===== config.mk =====
export PLATFORM = sky130hd
export DESIGN_NAME = mem_access
export DESIGN_NICKNAME = d
export VERILOG_FILES = /design/src/rtl/mem_access_pkg.sv /design/src/rtl/mem_access_load_extend.sv /design/src/rtl/mem_access.sv
export SDC_FILE = /design/constraint.sdc
export NUM_CORES = 1
export LEC_CHECK = 0
export CAP_MARGIN = 15
export CORE_MARGIN = 2
export CORE_UTILIZATION = 30
export CTS_CLUSTER_SIZE = 30
export DETAILED_ROUTE_END_ITERATION = 12
export DONT_BUFFER_PORTS = 1
export MAX_ROUTING_LAYER = met4
export PLACE_DENSITY = 0.51
export RECOVER_POWER = 100
export SLEW_MARGIN = 40
export SYNTH_ARGS = -nofsm -noshare
export SYNTH_HDL_FRONTEND = slang
export SYNTH_HIERARCHICAL = 1
export SYNTH_SLANG_ARGS = --single-unit

===== constraint.sdc =====
create_clock -name clk -period 5.1 [get_ports clk]
set_clock_uncertainty 0.2 [all_clocks]
set_input_delay 0.765 -clock clk [delete_from_list [all_inputs] [get_ports clk]]
set_output_delay 0.765 -clock clk [all_outputs]
set_load 0.03 [all_outputs]

===== src/rtl/mem_access_pkg.sv =====
// Shared definitions for the memory-access stage: ALU op encodings, FSM states
// and op-class helpers.
package mem_access_pkg;

  localparam logic [7:0] ALU_OP_ADD = 8'h00;
  localparam logic [7:0] ALU_OP_LB  = 8'h10;
  localparam logic [7:0] ALU_OP_LH  = 8'h11;
  localparam logic [7:0] ALU_OP_LW  = 8'h12;
  localparam logic [7:0] ALU_OP_LBU = 8'h14;
  localparam logic [7:0] ALU_OP_LHU = 8'h15;
  localparam logic [7:0] ALU_OP_SB  = 8'h18;
  localparam logic [7:0] ALU_OP_SH  = 8'h19;
  localparam logic [7:0] ALU_OP_SW  = 8'h1A;

  localparam logic [31:0] ZERO_WORD = 32'h0000_0000;

  typedef enum logic [1:0] {
    ST_IDLE = 2'd0,
    ST_REQ  = 2'd1,
    ST_WAIT = 2'd2,
    ST_WB   = 2'd3
  } state_t;

  function automatic logic is_load(input logic [7:0] op);
    return (op == ALU_OP_LB) || (op == ALU_OP_LH) || (op == ALU_OP_LW) ||
           (op == ALU_OP_LBU) || (op == ALU_OP_LHU);
  endfunction

  function automatic logic is_store(input logic [7:0] op);
    return (op == ALU_OP_SB) || (op == ALU_OP_SH) || (op == ALU_OP_SW);
  endfunction

endpackage


===== src/rtl/mem_access_load_extend.sv =====
// Load-data expansion: selects the byte/half at the given offset of an aligned
// word and sign- or zero-extends it according to the load op.
module mem_access_load_extend
  import mem_access_pkg::*;
#(
  parameter int XLEN = 32
) (
  input  logic [7:0]      op,
  input  logic [1:0]      off,
  input  logic [XLEN-1:0] rdata,
  output logic [XLEN-1:0] data
);

  logic [7:0]  sel_byte;
  logic [15:0] sel_half;

  // Lane selection followed by extension
  always_comb begin
    sel_byte = 8'h00;
    sel_half = 16'h0000;
    data     = rdata;
    case (off)
      2'd0: begin sel_byte = rdata[7:0];   sel_half = rdata[15:0];  end
      2'd1: begin sel_byte = rdata[15:8];  sel_half = rdata[23:8];  end
      2'd2: begin sel_byte = rdata[23:16]; sel_half = rdata[31:16]; end
      // a half at offset 3 is rejected as misaligned before reaching memory
      default: begin sel_byte = rdata[31:24]; sel_half = {8'h00, rdata[31:24]}; end
    endcase
    case (op)
      ALU_OP_LB:  data = {{(XLEN-8){sel_byte[7]}}, sel_byte};
      ALU_OP_LBU: data = {{(XLEN-8){1'b0}}, sel_byte};
      ALU_OP_LH:  data = {{(XLEN-16){sel_half[15]}}, sel_half};
      ALU_OP_LHU: data = {{(XLEN-16){1'b0}}, sel_half};
      ALU_OP_LW:  data = rdata;
      default:    data = rdata;
    endcase
  end

endmodule


===== src/rtl/mem_access.sv =====
// Memory-access stage: request/grant/response handshake with data memory,
// load expansion, and a valid/ready hand-off of one result to write-back.
module mem_access
  import mem_access_pkg::*;
#(
  parameter int ALU_OP_W = 8,
  parameter int XLEN     = 32
) (
  input  logic                clk,
  input  logic                rst,
  input  logic                ex_valid_i,
  output logic                ex_ready_o,
  input  logic [ALU_OP_W-1:0] alu_op_i,
  input  logic [XLEN-1:0]     alu_result_i,
  input  logic [XLEN-1:0]     rmem_addr_i,
  input  logic [XLEN-1:0]     wmem_addr_i,
  input  logic [7:0]          wmem_mask_i,
  input  logic [XLEN-1:0]     wdata_i,
  input  logic [4:0]          rd_i,
  input  logic                rd_we_i,
  output logic                mem_req_o,
  output logic                mem_we_o,
  output logic [XLEN-1:0]     mem_addr_o,
  output logic [XLEN-1:0]     mem_wdata_o,
  output logic [3:0]          mem_wmask_o,
  input  logic                mem_gnt_i,
  input  logic                mem_rvalid_i,
  input  logic [XLEN-1:0]     mem_rdata_i,
  output logic                wb_valid_o,
  input  logic                wb_ready_i,
  output logic [XLEN-1:0]     wb_data_o,
  output logic [4:0]          wb_rd_o,
  output logic                wb_we_o,
  output logic                misalign_o
);

  state_t          state, state_nxt;
  logic [7:0]      op_in, op;
  logic [1:0]      off_in, off;
  logic            ld_in, st_in, mis_in, accept, ld;
  logic [XLEN-1:0] ext_data;
  logic            unused_mask_hi;

  assign op_in          = 8'(alu_op_i);
  assign unused_mask_hi = ^wmem_mask_i[7:4];

  assign ex_ready_o = (state == ST_IDLE);
  assign mem_req_o  = (state == ST_REQ);
  assign wb_valid_o = (state == ST_WB);

  // Classify the incoming op and detect accesses that must be dropped
  always_comb begin
    ld_in  = is_load(op_in);
    st_in  = is_store(op_in);
    off_in = 2'b00;
    mis_in = 1'b0;
    if (ld_in) begin
      off_in = rmem_addr_i[1:0];
    end else if (st_in) begin
      off_in = wmem_addr_i[1:0];
    end else begin
      off_in = 2'b00;
    end
    if (st_in) begin
      mis_in = (wmem_mask_i[3:0] == 4'h0);
    end else if (op_in == ALU_OP_LW) begin
      mis_in = (off_in != 2'b00);
    end else if ((op_in == ALU_OP_LH) || (op_in == ALU_OP_LHU)) begin
      mis_in = (off_in == 2'b11);
    end else begin
      mis_in = 1'b0;
    end
  end

  // Next-state logic
  always_comb begin
    state_nxt = state;
    accept    = 1'b0;
    case (state)
      ST_IDLE: begin
        if (ex_valid_i) begin
          accept = 1'b1;
          if ((ld_in || st_in) && !mis_in) state_nxt = ST_REQ;
          else                             state_nxt = ST_WB;
        end else begin
          state_nxt = ST_IDLE;
        end
      end
      ST_REQ: begin
        if (mem_gnt_i) state_nxt = ld ? ST_WAIT : ST_WB;
        else           state_nxt = ST_REQ;
      end
      ST_WAIT: begin
        if (mem_rvalid_i) state_nxt = ST_WB;
        else              state_nxt = ST_WAIT;
      end
      ST_WB: begin
        if (wb_ready_i) state_nxt = ST_IDLE;
        else            state_nxt = ST_WB;
      end
      default: state_nxt = ST_IDLE;
    endcase
  end

  // State register
  always_ff @(posedge clk) begin
    if (rst) state <= ST_IDLE;
    else     state <= state_nxt;
  end

  // Latched payload and write-back result
  always_ff @(posedge clk) begin
    if (rst) begin
      op          <= 8'h00;
      off         <= 2'b00;
      ld          <= 1'b0;
      mem_we_o    <= 1'b0;
      mem_addr_o  <= {XLEN{1'b0}};
      mem_wdata_o <= {XLEN{1'b0}};
      mem_wmask_o <= 4'h0;
      wb_data_o   <= {XLEN{1'b0}};
      wb_rd_o     <= 5'd0;
      wb_we_o     <= 1'b0;
      misalign_o  <= 1'b0;
    end else begin
      misalign_o <= 1'b0;
      if (accept) begin
        op         <= op_in;
        off        <= off_in;
        ld         <= ld_in && !mis_in;
        wb_rd_o    <= rd_i;
        misalign_o <= mis_in;
        if (mis_in) begin
          wb_data_o <= {XLEN{1'b0}};
          wb_we_o   <= 1'b0;
        end else if (ld_in) begin
          mem_we_o    <= 1'b0;
          mem_addr_o  <= {rmem_addr_i[XLEN-1:2], 2'b00};
          mem_wdata_o <= {XLEN{1'b0}};
          mem_wmask_o <= 4'h0;
          wb_data_o   <= {XLEN{1'b0}};
          wb_we_o     <= rd_we_i && (rd_i != 5'd0);
        end else if (st_in) begin
          mem_we_o    <= 1'b1;
          mem_addr_o  <= {wmem_addr_i[XLEN-1:2], 2'b00};
          mem_wdata_o <= wdata_i << {off_in, 3'b000};
          mem_wmask_o <= wmem_mask_i[3:0];
          wb_data_o   <= {XLEN{1'b0}};
          wb_we_o     <= 1'b0;
        end else begin
          wb_data_o <= alu_result_i;
          wb_we_o   <= rd_we_i && (rd_i != 5'd0);
        end
      end else if ((state == ST_WAIT) && mem_rvalid_i) begin
        wb_data_o <= ext_data;
      end
    end
  end

  mem_access_load_extend #(.XLEN(XLEN)) u_load_extend (
    .op    (op),
    .off   (off),
    .rdata (mem_rdata_i),
    .data  (ext_data)
  );

endmodule


=== After elaboration in Yosys (flattened, before gate mapping) ===
Index checks and enable logic that the tools add are counted.

* Input bits: 188
* Bits in registers: 121

* Mux-type cells: 33
* Shift operators: 1
* Reductions and logical operators: 22
* Bitwise logic cells: 2
* Equality and inequality tests: 18

{| class="wikitable"
|+ Operators with widths
! cell !! number
|-
| $mux W32 || 9
|-
| $pmux W32 S4 || 1
|-
| $eq A8 B5 Y1 const B || 12
|-
| $pmux W16 S3 || 1
|-
| $shl A32 B5 Y32 || 1
|-
| $pmux W8 S3 || 1
|-
| $mux W1 || 12
|-
| $mux W2 || 6
|-
| $eq A2 B2 Y1 const B || 4
|-
| $logic_or A1 B1 Y1 || 8
|-
| $mux W4 || 2
|-
| $pmux W2 S4 || 1
|-
| $reduce_bool A2 Y1 || 3
|-
| $reduce_bool A5 Y1 || 1
|-
| $eq A2 B1 Y1 const B || 2
|-
| $logic_and A1 B1 Y1 || 4
|-
| $logic_not A2 Y1 || 2
|-
| $logic_not A4 Y1 || 1
|-
| $reduce_and A3 Y1 || 1
|-
| $not A1 Y1 || 2
|-
| $reduce_or A2 Y1 || 1
|-
| $logic_not A1 Y1 || 1
|}

=== Longest topological paths before layout ===
* Depth after elaboration: 15
* Gate-level depth with buffers: 8
* Mapped depth without buffers: 6

=== Hierarchy ===
Netlist, hierarchy kept.

{| class="wikitable"
|+ Modules (own cells, without submodules)
! module !! instances !! cells each !! area each (um2)
|-
| mem_access || 1 || 558 || 5,285.1
|-
| mem_access_load_extend || 1 || 121 || 858.3
|}

=== Worst setup path after synthesis ===
Ideal clock, no wire load.

* Kind: input -> register
* From: in alu_op_i[7]
* To: reg mem_wdata_o[0]
* Stages: 7
* Path slack: 2.397 ns
* Arrival time: 2.443 ns
* Setup time: 0.060 ns
* Cell sequence: or4b_1 -> clkbuf_1 -> or3_4 -> or3_1 -> buf_4 -> nor2_8 -> a22o_1

* Longest elaborated chain between the ends: 12

{| class="wikitable"
|+ RTL lines
! what !! line !! source
|-
| from (decl) || mem_access.sv:13 || <nowiki>input logic [ALU_OP_W-1:0] alu_op_i,</nowiki>
|-
| parallel branches: the longest is 12 deep, another holds $shl A32 B5 Y32 || n/a ||
|-
| to (signal assigned) || mem_access.sv:119 || <nowiki>mem_wdata_o <= {XLEN{1'b0}};</nowiki>
|-
| to (signal assigned) || mem_access.sv:139 || <nowiki>mem_wdata_o <= {XLEN{1'b0}};</nowiki>
|-
| to (signal assigned) || mem_access.sv:146 || <nowiki>mem_wdata_o <= wdata_i << {off_in, 3'b000};</nowiki>
|-
| to (decl) || mem_access.sv:24 || <nowiki>output logic [XLEN-1:0] mem_wdata_o,</nowiki>
|}

Parallel ways; which one is timed is not known. The select of a mux whose other input is x is not followed.
A chain may end at the register's enable or synchronous reset.

=== Worst setup path in the final report ===
* From: reg state[1]
* To: reg wb_data_o[25]

* Longest elaborated chain between the ends: 3

{| class="wikitable"
|+ RTL lines
! what !! line !! source
|-
| from (decl) || mem_access.sv:37 || <nowiki>state_t state, state_nxt;</nowiki>
|-
| from (signal assigned) || mem_access.sv:108 || <nowiki>else state <= state_nxt;</nowiki>
|-
| $logic_not A2 Y1 or $eq A2 B2 Y1 (tied branches) || mem_access.sv:79, mem_access.sv:154 ||
|-
| $mux W1 or $logic_and A1 B1 Y1 (tied branches) || mem_access.sv:79, mem_access.sv:154 ||
|-
| $mux W32 or $reduce_bool A2 Y1 (tied branches) || n/a ||
|-
| to (signal assigned) || mem_access.sv:121 || <nowiki>wb_data_o <= {XLEN{1'b0}};</nowiki>
|-
| to (signal assigned) || mem_access.sv:134 || <nowiki>wb_data_o <= {XLEN{1'b0}};</nowiki>
|-
| to (signal assigned) || mem_access.sv:141 || <nowiki>wb_data_o <= {XLEN{1'b0}};</nowiki>
|-
| to (decl) || mem_access.sv:31 || <nowiki>output logic [XLEN-1:0] wb_data_o,</nowiki>
|}

Several ways; a longest one is shown, not always the timed one.

==> results.md <==
- TritonCTS clock tree: yes
- WL/cell: 21.5 um
- Residual DRC count: 0
- Overall fraction of global-route tracks in use: 18.2%
- Combinational power share: 12.5%
- Switch Pwr: 0.818 mW
- Net Sw Frac: 31.3%
- Failing checks: max-capacitance violations, max-slew violations
- Met3 usage in global routing: 6.52%
- GRT Residual Overflow: 0
- Post-Synthesis Cells: 679
- Syn avg cell area: 9.05 um2
- Ys async rst share: 0%
- Clk pin slew, worst setup/hold paths: 0.06 ns
- Fin nets: 831
- Die X: 147 um
- Worst r2r src: state[1]
- IO Port Bufs: 0
- DR iter-0 viols: 281
- Critical Path RT: 5.22 ns
- Fmax: 267 MHz
- Unrepaired setup endpoints after global routing: false
- Hold path cells: 1
- Power density over cell area: 381 nW/um2
- Clock Latency Late Sink: 0.41 ns
- Num Clock Sinks: 119
- Drt first pass iters: 5
- Dpl hpwl: 14,600 um
- Post-CTS setup buffer count: 0
- Max Cap Viol: 2
- Pins Over Slew Limit: 82
- Final ANT Viol Nets: 0
- Clock buffer depth: 2
- First-pass GRT wire length: 30,100 um
- GR Layer Usage met1: 20.1%
- Max incr delay on CP: 1.32 ns
- WHS: 0.226 ns
- Startpoint Class: flop
- P&R area growth vs syn: 11.7%
- Tcrit/Tclk final: 73.5%
- FP Rows: 52
- Pint: 1.80 mW
- Flop pwr share: 43.1%
- Clock share of power: 44.4%
- Most used DFF post-synth: dfxtp_1
- Cts repair resizes: 0
- Finish-stage setup viols: 0
- Vias in the first global route: 5,366
- Rel. slew slack: -12.2%
- CTS Hold Bufs: 0
- Static Leak: 2.40 nW
- Largest area contributor in the netlist: dfxtp_1
- Fin. Hold Viols: 0
- N_diodes: 0
- CP max-delay cell: a21oi_1
- YS warnings: 6
- Largest net degree at the start of global routing: 88
- Worst-Margin Slew: 1.68 ns
- Layout cells sized above 1: 9.60%
- FF-to-FF setup slack: 1.35 ns
- Arrival time at the worst endpoint: 3.87 ns
- Number of buffers created by CTS: 17
- Outcome: finished with violations
- Root Buffer: clkbuf_16
- Worst path buffer plus inverter count: 1
- Mapped cell area: 6140 um2
- Synth area leaders: dfxtp_1 (39%), mux2i_1 (8.5%), a211oi_1 (7.6%), a21oi_1 (5.1%), a22oi_1 (4.6%)
- Placer Congestion: 0.847
- Number of synthesized flops with an enable pin: 0
- Setup TNS: 0 ns
- Full die area: 21,600 um2
- Initial antenna violation count: 0
- Worst-path maximum fanout: 50
- Synth Register Bits: 119
- H-tree depth: 4
- Worst Hold End: mem_addr_o[25]
- CP endpoint kind: flop
- Worst r2r path cells: 5
- Worst R2R End: wb_data_o[25]
- Initial Util: 30.5%
- Worst hold start: rst
- Crit-path leading delay family: compound AO/OA/AOI/OAI gates
- WL final: 19,900 um
- Top Usage Layer GRT: met2
- DR vias/cell: 5.84
- Synth cell types: 59
- WP depth: 5
- Crit-path cells: or3b_1 -> a21oi_1 -> buf_8 -> a22oi_1 -> a211oi_1
- Max VDD drop: 0.203 mV
- HP Class: in -> reg
- Chip Height: 147 um
- Met2 GRT Util: 30.4%
- Via count: 5,405
- Sequential-to-total area share from yosys stat: 38.8%
- Core area: 20,200 um2
- Period minus WS final: 3.75 ns
- Setup CP Type: reg -> reg
- Yosys top cell area share: 38.8%
- # IOs: 299
==> power groups by stage <==
stage | Clock, mW | Combinational, mW | Sequential [mW]
2_1_floorplan | 0 | 0.285 | 1.13
3_3_place_gp | 0 | 0.321 | 1.15
3_5_place_dp | 0 | 0.333 | 1.15
4_1_cts | 1.19 | 0.335 | 1.13
5_1_grt | 1.23 | 0.363 | 1.14
6_report | 1.16 | 0.326 | 1.13
==> routing by layer <==
metal / vias to the layer above / part of all wire (%)
met5: - / 0
met4: 0 / 2.2
met3: 37 / 9.1
met2: 246 / 50
met1: 2584 / 39
li1: 2538 / -
==> cell type report <==
class,instances,area (um2)
fill,2112,13300
inverter,4,15.0
tap,270,338
sequential,119,2380
clock inverter,15,143
multi-input combinational,491,3470
timing repair buffer,10,90.1
clock buffer,17,425
==> cells in the final DEF, fill, tap and decap left out, drive strengths merged, types with 2 or more instances in the layout <==
cell and instances:
nand3 2, a221oi 2, o21ai 16, a22oi 38, o22ai 2, a221o 27
nor2 47, clkinv 6, a211oi 63, a21o 19, dfxtp 119, or4 2
nand2 45, nand4 6, mux2i 52, a22o 20, nor2b 7, mux2 8
or3 4, o211a 2, and3 12, inv 10, and2 4, clkinvlp 2
or3b 2, o211ai 2, buf 10, a21oi 64, nor3 2, nand2b 11
conb 2, o2bb2ai 16, clkbuf 17
==> per-stage QoR <==
stage | instance area [um2] | setup slack (ns) | total power [mW] | utilization (%) | cells
after detailed placement | 6340 | 1.99 | 1.48 | 31.4 | 894
after global routing | 6860 | 1.04 | 2.72 | 34.0 | 926
final | 6860 | 1.35 | 2.62 | 34.0 | 926
after floorplan | 6150 | 2.40 | 1.41 | - | 680
after CTS | 6910 | 2.07 | 2.65 | 34.3 | 926
after global placement | 6300 | 1.66 | 1.47 | 31.2 | 892
==> logic make-up after synthesis <==
group                  synth area share [%]
AND/OR/NAND/NOR                        12.7
multiplexers                           10.3
buffers and inverters                  5.13
other                                0.0610
AO/OA/AOI/OAI                          33.0
flip-flops                             38.8
==> flip-flops by register name, indices dropped and copies added, names as in the netlist, 2 cells and up <==
name         count
op               8
mem_wmask_o      4
off              2
wb_rd_o          5
mem_addr_o      30
wb_data_o       32
mem_wdata_o     32
state            2
==> how the worst max path moves through the flow <==
stage                      from              to  slack (ns)
finish                 state[1]   wb_data_o[25]        1.35
floorplan           alu_op_i[7]  mem_wdata_o[0]        2.40
detailed placement  alu_op_i[7]  mem_addr_o[30]        1.99
global route           state[0]   wb_data_o[22]        1.04
global placement     ex_valid_i  mem_wdata_o[0]        1.66
CTS                       op[5]   wb_data_o[31]        2.07
==> Yosys cell counts, drive strengths merged, types with 6 or more instances <==
master	number
dfxtp	119
a211oi	63
a22oi	38
and3	12
o21ai	16
clkbuf	40
o2bb2ai	16
a21oi	64
nor2	47
mux2i	52
a21o	19
buf	26
nand2	45
a22o	20
nor2b	7
nand4	6
mux2	8
a221o	27
nand2b	11
Power figures use the tool's default switching activity.
